===== src/rtl/johnson_pkg.sv =====
// rtl/johnson_pkg.sv - shared state encodings and Johnson step/phase helpers
package johnson_pkg;

  // Widest counter the helpers support; callers zero-extend into this width.
  localparam int JW_MAX = 16;

  typedef enum logic [1:0] {
    ST_IDLE = 2'd0,
    ST_RUN  = 2'd1,
    ST_HOLD = 2'd2,
    ST_DONE = 2'd3
  } seq_state_t;

  function automatic logic [JW_MAX-1:0] johnson_next(input logic [JW_MAX-1:0] q,
                                                     input int n);
    logic [JW_MAX-1:0] r;
    logic              msb;
    msb = 1'b0;
    for (int i = 0; i < JW_MAX; i++) begin
      if (i == n - 1) msb = q[i];
    end
    r = '0;
    for (int i = 0; i < JW_MAX; i++) begin
      if (i == 0) r[i] = ~msb;
      else if (i < n) r[i] = q[i-1];
    end
    return r;
  endfunction

  // Legal codes are a run of ones anchored at bit 0 or at bit n-1; anything else decodes to 0.
  function automatic logic [2*JW_MAX-1:0] johnson_phase(input logic [JW_MAX-1:0] q,
                                                        input int n);
    logic [2*JW_MAX-1:0] r;
    logic [JW_MAX-1:0]   low_m;
    logic [JW_MAX-1:0]   high_m;
    logic                msb;
    int                  p;
    int                  k;
    p   = 0;
    msb = 1'b0;
    for (int i = 0; i < JW_MAX; i++) begin
      if (i < n && q[i]) p = p + 1;
      if (i == n - 1) msb = q[i];
    end
    for (int i = 0; i < JW_MAX; i++) begin
      low_m[i]  = (i < p);
      high_m[i] = (i >= n - p) && (i < n);
    end
    k = msb ? (2 * n - p) : p;
    r = '0;
    if (q == low_m || q == high_m) begin
      for (int i = 0; i < 2 * JW_MAX; i++) r[i] = (i == k);
    end
    return r;
  endfunction

endpackage


===== src/rtl/johnson_core.sv =====
// rtl/johnson_core.sv - N-bit Johnson counter register with clear and enable
module johnson_core
  import johnson_pkg::*;
#(
  parameter int N = 4
) (
  input  logic         clk,
  input  logic         reset,
  input  logic         clear,
  input  logic         enable,
  output logic [N-1:0] q
);

  logic [N-1:0]      q_q;
  logic [N-1:0]      q_d;
  logic [JW_MAX-1:0] q_ext;
  logic [JW_MAX-1:0] q_nxt;

  always_comb begin
    q_ext         = '0;
    q_ext[N-1:0]  = q_q;
    q_nxt         = johnson_next(q_ext, N);
    q_d           = q_q;
    if (clear) q_d = '0;
    else if (enable) q_d = q_nxt[N-1:0];
  end

  always_ff @(posedge clk or negedge reset) begin
    if (!reset) q_q <= '0;
    else        q_q <= q_d;
  end

  assign q = q_q;

endmodule


===== src/rtl/johnson_step_sequencer.sv =====
// rtl/johnson_step_sequencer.sv - runs a Johnson counter for a programmed step count
module johnson_step_sequencer
  import johnson_pkg::*;
#(
  parameter int N     = 4,
  parameter int CNT_W = 8
) (
  input  logic             clk,
  input  logic             reset,
  input  logic             start,
  input  logic [CNT_W-1:0] num_steps,
  input  logic             pause,
  input  logic             abort,
  output logic             busy,
  output logic             done,
  output logic [N-1:0]     johnson_q,
  output logic [2*N-1:0]   phase,
  output logic [CNT_W-1:0] remaining
);

  seq_state_t          state_q, state_d;
  logic [CNT_W-1:0]    remaining_q, remaining_d;
  logic                clear, step;
  logic [JW_MAX-1:0]   q_ext;
  logic [2*JW_MAX-1:0] phase_full;

  johnson_core #(.N(N)) u_core (
    .clk    (clk),
    .reset  (reset),
    .clear  (clear),
    .enable (step),
    .q      (johnson_q)
  );

  always_comb begin
    state_d     = state_q;
    remaining_d = remaining_q;
    clear       = 1'b0;
    step        = 1'b0;
    unique case (state_q)
      ST_IDLE: begin
        if (start) begin
          if (num_steps != '0) begin
            state_d     = ST_RUN;
            remaining_d = num_steps;
            clear       = 1'b1;
          end else begin
            state_d = ST_DONE;
          end
        end
      end
      ST_RUN: begin
        if (abort) begin
          state_d     = ST_IDLE;
          remaining_d = '0;
        end else if (pause) begin
          state_d = ST_HOLD;
        end else begin
          // remaining is at least 1 in RUN, so the decrement cannot wrap.
          step        = 1'b1;
          remaining_d = remaining_q - 1'b1;
          if (remaining_q == CNT_W'(1)) state_d = ST_DONE;
        end
      end
      ST_HOLD: begin
        if (abort) begin
          state_d     = ST_IDLE;
          remaining_d = '0;
        end else if (!pause) begin
          state_d = ST_RUN;
        end
      end
      ST_DONE: state_d = ST_IDLE;
      default: state_d = ST_IDLE;
    endcase
  end

  always_ff @(posedge clk or negedge reset) begin
    if (!reset) begin
      state_q     <= ST_IDLE;
      remaining_q <= '0;
    end else begin
      state_q     <= state_d;
      remaining_q <= remaining_d;
    end
  end

  always_comb begin
    q_ext        = '0;
    q_ext[N-1:0] = johnson_q;
    phase_full   = johnson_phase(q_ext, N);
    phase        = phase_full[2*N-1:0];
  end

  assign busy      = (state_q == ST_RUN) || (state_q == ST_HOLD);
  assign done      = (state_q == ST_DONE);
  assign remaining = remaining_q;

endmodule


===== config.mk =====
export PLATFORM = sky130hd
export DESIGN_NAME = johnson_step_sequencer
export DESIGN_NICKNAME = d
export VERILOG_FILES = /design/src/rtl/johnson_pkg.sv /design/src/rtl/johnson_core.sv /design/src/rtl/johnson_step_sequencer.sv
export SDC_FILE = /design/constraint.sdc
export NUM_CORES = 1
export LEC_CHECK = 0
export CELL_PAD_IN_SITES_DETAIL_PLACEMENT = 1
export CELL_PAD_IN_SITES_GLOBAL_PLACEMENT = 1
export CORE_MARGIN = 4
export CORE_UTILIZATION = 42
export DETAILED_ROUTE_END_ITERATION = 8
export DONT_BUFFER_PORTS = 1
export MAX_ROUTING_LAYER = met4
export PLACE_DENSITY = 0.75
export SLEW_MARGIN = 20
export SYNTH_ARGS = -nofsm -noshare
export SYNTH_HDL_FRONTEND = slang
export SYNTH_SLANG_ARGS = --single-unit

===== constraint.sdc =====
create_clock -name clk -period 5 [get_ports clk]
set_input_delay 1 -clock clk [delete_from_list [all_inputs] [get_ports clk]]
set_output_delay 1 -clock clk [all_outputs]
set_load 0.05 [all_outputs]

### Yosys cells after proc, flatten, opt, wreduce, memory -nomap -nowiden

Index checks and enable logic that the tools add are counted.

| storage, ports and cells | value |
|---|---|
| bits in registers | 14 |
| input bits | 13 |
| logic and storage cells | 86 |

| operators by class | value |
|---|---|
| add/sub/neg operators | 6 |
| magnitude comparators | 20 |
| equal/unequal tests | 19 |
| muxes and demuxes | 28 |
| bitwise operators | 1 |
| reductions and logical operators | 9 |

Operators with widths:

| cell | number |
|---|---|
| < comparator 5 x 32 -> 1 bit, first input constant | 8 |
| equality test 4 x 32 -> 1 bit, first input constant | 4 |
| < comparator 4 x 32 -> 1 bit, first input constant | 4 |
| two-way mux 32 bit | 4 |
| adder 32 x 2 -> 32 bit, second input constant | 3 |
| equality test 3 x 32 -> 1 bit, first input constant | 2 |
| greater-or-equal comparator 3 x 32 -> 1 bit, first input constant | 2 |
| < comparator 3 x 32 -> 1 bit, first input constant | 2 |
| two-way mux 8 bit | 6 |
| equality test 2 x 32 -> 1 bit, first input constant | 1 |
| greater-or-equal comparator 1 x 32 -> 1 bit, first input constant | 1 |
| greater-or-equal comparator 2 x 32 -> 1 bit, first input constant | 1 |
| zero test 32 bit | 1 |
| < comparator 1 x 32 -> 1 bit, first input constant | 1 |
| < comparator 2 x 32 -> 1 bit, first input constant | 1 |
| subtractor 4 x 32 -> 32 bit, first input constant | 1 |
| subtractor 5 x 32 -> 32 bit, first input constant | 1 |
| case mux 8 bit (3 select lines) | 1 |
| equality test 4 x 16 -> 1 bit | 1 |
| two-way mux 2 bit | 7 |
| equality test 8 x 1 -> 1 bit, second input constant | 1 |
| two-way mux 4 bit | 2 |
| case mux 2 bit (4 select lines) | 1 |
| nonzero test 8 bit | 1 |
| other kinds (15) | 26 |

### Depth between registers and ports, before layout

| depth | value |
|---|---|
| depth in word-level cells | 12 |
| mapped depth | 20 |

### Cells and area by module

From an unflattened synthesis, not the netlist that was laid out.

| second synthesis, totals | value |
|---|---|
| cells, all modules | 215 |
| area, all modules | 1762.9 µm² |

Modules (own cells, without submodules):

| module | instances | cells an instance | area each (µm²) |
|---|---|---|---|
| johnson_step_sequencer | 1 | 202 | 1599.0 |
| johnson_core | 1 | 13 | 163.9 |

### Least setup slack after synthesis

OpenSTA, ideal clock, no wires.

| timing path | value |
|---|---|
| path kind | register to output |
| start | reg u_core.q_q[1] (netlist: u_core.q[1]) |
| end | out phase[0] |
| arrival | 5778 ps |
| data required time | 4000 ps |
| path slack | -1778 ps |
| cell stages (with the launch flop) | 21 |
| path through | dfrtp_1 > clkbuf_1 > inv_1 > ha_1 > buf_6 > xnor2_1 > inv_1 > ha_1 > and2_1 > a31oi_1 > ha_1 > buf_2 > inv_2 > nand2_1 > ha_1 > nor2b_1 > o31ai_2 > nor4_1 > o21bai_1 > a2111oi_4 > nor4_1 |

| between the ends | value |
|---|---|
| word-level cells in the longest chain between the ends | 10 |
| elaborated cells between the ends (all ways) | 33 |
| those cells by class | add/sub: 4; order compare: 20; eq/ne: 2; mux: 5; reduce/logical: 2 |

RTL lines:

| what | RTL line | RTL |
|---|---|---|
| start: declaration | johnson_core.sv:14 | `logic [N-1:0] q_q;` |
| start signal: assignment | johnson_core.sv:30 | `else q_q <= q_d;` |
| two-way mux 32 bit | johnson_pkg.sv:42 | `if (i < n && q[i]) p = p + 1;` |
| adder 32 x 2 -> 32 bit | johnson_pkg.sv:42 |  |
| two-way mux 32 bit | johnson_pkg.sv:42 |  |
| adder 32 x 2 -> 32 bit | johnson_pkg.sv:42 |  |
| two-way mux 32 bit | johnson_pkg.sv:42 |  |
| subtractor 4 x 32 -> 32 bit | - |  |
| greater-or-equal comparator 1 x 32 -> 1 bit (tied with other cells) | johnson_pkg.sv:47 | `high_m[i] = (i >= n - p) && (i < n);` |
| equality test 4 bit | johnson_pkg.sv:51 | `if (q == low_m \|\| q == high_m) begin` |
| logical OR 1 bit | johnson_pkg.sv:51 |  |
| two-way mux 8 bit * | johnson_pkg.sv:51 |  |
| end: declaration | johnson_step_sequencer.sv:17 | `output logic [2*N-1:0] phase,` |

Every way passes the cells marked *; elsewhere a longest branch is shown, timed or not.

### Worst setup path in the final report

| timing path | value |
|---|---|
| start | reg u_core.q_q[1] (netlist: u_core.q[1]) |
| end | out phase[3] |

The elaborated chain is that of the path after synthesis.

==> qor_table.md <==
| Result | This run |
| --- | --- |
| Kind of cell adding the most delay to the critical path | simple AND/OR/NAND/NOR gates |
| Die Ht | 74.2 um |
| Total CTS buffers | 3 |
| Tightest Hold Check Type | in -> async |
| Number of core rows | 23 |
| Post-route ant nets | 0 |
| #FFs+latches synth | 14 |
| Minimum period implied by the final worst setup slack | 4.94 ns |
| Total vias in the final route | 1907 |
| Kind of critical path | reg -> out |
| Critical path capture point type | output pin |
| Die Width | 74.2 um |
| Placement Setup Slack | -0.201 ns |
| H-Tree Depth | 1 |
| Synth Area in Simple Gates | 28.4% |
| WL per Instance | 19.5 um |
| P_leak | 0.00103 uW |
| Library cells used by synthesis | 56 |
| Worst path bufs/invs | 4 |
| Adder-Cell Fraction of Synth Area | 12.9% |
| Number of placed instances, taps included | 306 |
| Post-Synth XOR/XNOR Area | 6.87% |
| Vias per inst | 5.98 |
| Global route overflow | 0 |
| Number of max-cap violations | 0 |
| Most common library cell in the layout ignoring fill and taps | sky130_fd_sc_hd__buf_4 |
| Number of iterations in the first detailed-routing pass | 4 |
| Dominant combinational cell family by area after synthesis | simple AND/OR/NAND/NOR gates |
| Synth Area in Compound Gates | 22.9% |
| FFs w/ async S/R, synth | 100% |
| Initial DRC Count | 92 |
| WP data arrival | 3.94 ns |
| Clock Tree Root | sky130_fd_sc_hd__clkbuf_8 |
| Number of clock sinks seen by CTS | 14 |
| Startpoint type of the worst setup path | flop |
| Wire length of the first global-routing pass | 9940 um |
| Result of the run | completed |
| Final worst slack | 0.0633 ns |
| Count of flip-flops with a built-in enable after synthesis | 0 |
| Wire length after detailed routing | 6230 um |
| Seq/Total Area, Yosys | 19.0% |
| Vias in the first global route | 2015 |
| Proportion of layout cells with a drive suffix above 1 | 34.6% |
| Final clock period utilization by the worst path | 98.7% |
| Cell-by-cell trace of the critical path | inv_4 -> ha_4 -> xnor2_4 -> inv_2 -> ha_4 -> nor3b_4 -> nor3b_2 -> or2_1 -> nand2_2 -> ha_4 -> ha_4 -> nor2b_4 -> o31ai_4 -> nor3_4 -> mux2i_2 -> nor4b_4 -> buf_12 -> nor4_4 -> buf_6 |
| # DRC | 0 |
| Initial Utilization | 44.7% |
| Most frequently used flop master after synthesis | sky130_fd_sc_hd__dfrtp_1 |
| Actual slew at the worst max-slew pin | 0.624 ns |
| Synth Warn # | 0 |
| Final setup violation count | 0 |
| Number of nets in the final layout | 302 |
| Worst path most repeated cell | sky130_fd_sc_hd__ha_4 |
| Clk buf depth | 2 |
| Slowest cell on the critical path | sky130_fd_sc_hd__dfrtp_2 |
| Final Max Slew Viols | 0 |
| Worst Skew | 0.00322 ns |
| Required time at the endpoint of the critical path | 4.00 ns |
| Die Area | 0.00550 mm^2 |
| Number of instances in the synthesized netlist | 235 |
| Overall routing resource usage | 24.0% |
| Setup repair after global routing missed its margin | yes |
| Worst slew margin relative to its limit | 58.2% |
| Average instance area after synthesis | 7.83 um^2 |
| Clock tree from TritonCTS | built |
| Highest net fanout along the worst path | 8 |
| Power Dens Cells | 714 mW/mm^2 |
| Core box area | 0.00412 mm^2 |
| Antenna cell count | 0 |
| HPWL after detailed placement | 4780 um |
| Clock insertion delay at the later pin of the skew report | 0.25 ns |
| Max IR drop VDD | 452 uV |
| Pin count of the biggest net entering global routing | 17 |
| Count of pins on the block boundary | 35 |
| Hold Fails Final Rpt | 0 |
| Buffers added on ports | 0 |
| Maximum frequency from static timing analysis | 203 MHz |
| Routability congestion estimate | 0.946 |
| Final std cells w/o fill | 319 |
| Clock transition at the registers of the reported paths | 0.06 ns |
| Share of synthesized area spent on multiplexers | 2.18% |
| Signed area change from the synthesized netlist to the final layout | 40.9% |
| Commonest cells after routing, fill and taps aside | 30 x sky130_fd_sc_hd__buf_4, 27 x sky130_fd_sc_hd__nor2_1, 18 x sky130_fd_sc_hd__o21ai_0, 14 x sky130_fd_sc_hd__nand2_1, 13 x sky130_fd_sc_hd__inv_1 |
| Number of antenna violations at the first check in global routing | 0 |
| Max stage delay on crit path | 0.42 ns |
| Total standard cell area after synthesis | 0.00184 mm^2 |
-- flip-flops by register name (all words and copies together) (netlist names) --
signal,flops
remaining,8
state_q,2
u_core.q,4
-- final timing paths --
path	cells after the start	startpoint	slack (ns)	endpoint
max in group asynchronous	0	reset	4.47	u_core.q[1]$_DFFE_PN0P_
min in group clk	1	state_q[0]$_DFFE_PN0P_	0.60	state_q[0]$_DFFE_PN0P_
worst max-delay path	19	u_core.q[1]$_DFFE_PN0P_	0.06	phase[3]
worst min register to register	1	state_q[0]$_DFFE_PN0P_	0.60	state_q[0]$_DFFE_PN0P_
worst min-delay path	0	reset	0.44	remaining[1]$_DFFE_PN0P_
worst max register to register	7	state_q[0]$_DFFE_PN0P_	2.55	remaining[6]$_DFFE_PN0P_
-- what timing repair did --
item / 4_1_cts / 5_1_grt
pin swaps: 7 / 23
gates resized for setup: 15 / 13
setup buffers: 4 / 6
setup endpoints to repair: 8 / 8
hold buffers: 0 / 0
-- synthesized netlist by cell type (all sizes together) (2+ instances only) --
cell type,count,share of area (%)
clkbuf,6,1.2
ha,19,13
nand3,10,3.0
a2111oi,2,2.3
nand4b,2,0.95
nand2,16,3.3
nor3,5,2.0
and2,3,1.0
dfrtp,14,19
a22oi,3,1.2
a21oi,10,2.7
a211o,2,0.95
o31ai,2,1.1
a32oi,6,2.9
nor4,13,4.4
xor2,3,1.4
a211oi,3,1.2
inv,17,3.5
nand4,2,0.68
conb,2,0.41
o21ai,19,5.2
nor3b,2,0.82
nor2,27,5.5
mux2i,4,2.2
nor2b,5,1.7
buf,5,2.3
nand2b,2,0.68
or2,3,1.0
xnor2,8,4.2
and3,4,1.4
-- per-layer routing --
metal  GRT usage (%)  vias up  part of all wire (%)
li1                -      912                     -
met1            25.5      918                    37
met2            44.9       60                    55
met3            3.65       17                   5.1
met4            7.85        0                   2.5
met5               -        -                     0
-- where the power goes --
group / total [uW] / internal (uW) / switching (uW)
clock network: 111 / 69.8 / 41.6
logic: 1430 / 563 / 866
registers: 311 / 157 / 154
-- layout make-up --
class                      count  area (um^2)
clock buffer                   4         55.1
fill                         475         1520
inverter                      18         72.6
multi-input combinational    193         1700
sequential                    14          353
tap                           50         62.6
timing repair buffer          40          347
-- kinds of logic (layout without fill, tap and decap cells) --
kind of cell	after synthesis	in the layout
other	2	3
AOI/OAI and AO/OA	57	57
buffers and inverters	29	62
adders and majority gates	19	19
muxes	4	4
DFF	14	14
and+or+nand+nor	98	98
xor gates and xnor gates	12	12
-- through the flow --
stage | TNS (ns) | hold slack, ns | utilization (%) | area [um^2] | power (uW)
floorplan | -2.23 | 0.528 | - | 2130 | 1320
global placement | 0 | 0.560 | 56.6 | 2330 | 1540
detailed placement | -1.55 | 0.580 | 56.6 | 2330 | 1610
CTS | 0 | 0.439 | 60.4 | 2490 | 1790
global route | -0.763 | 0.431 | 63.0 | 2590 | 1990
finish | 0 | 0.442 | 63.0 | 2590 | 1850
Power figures use the tool's default switching activity.
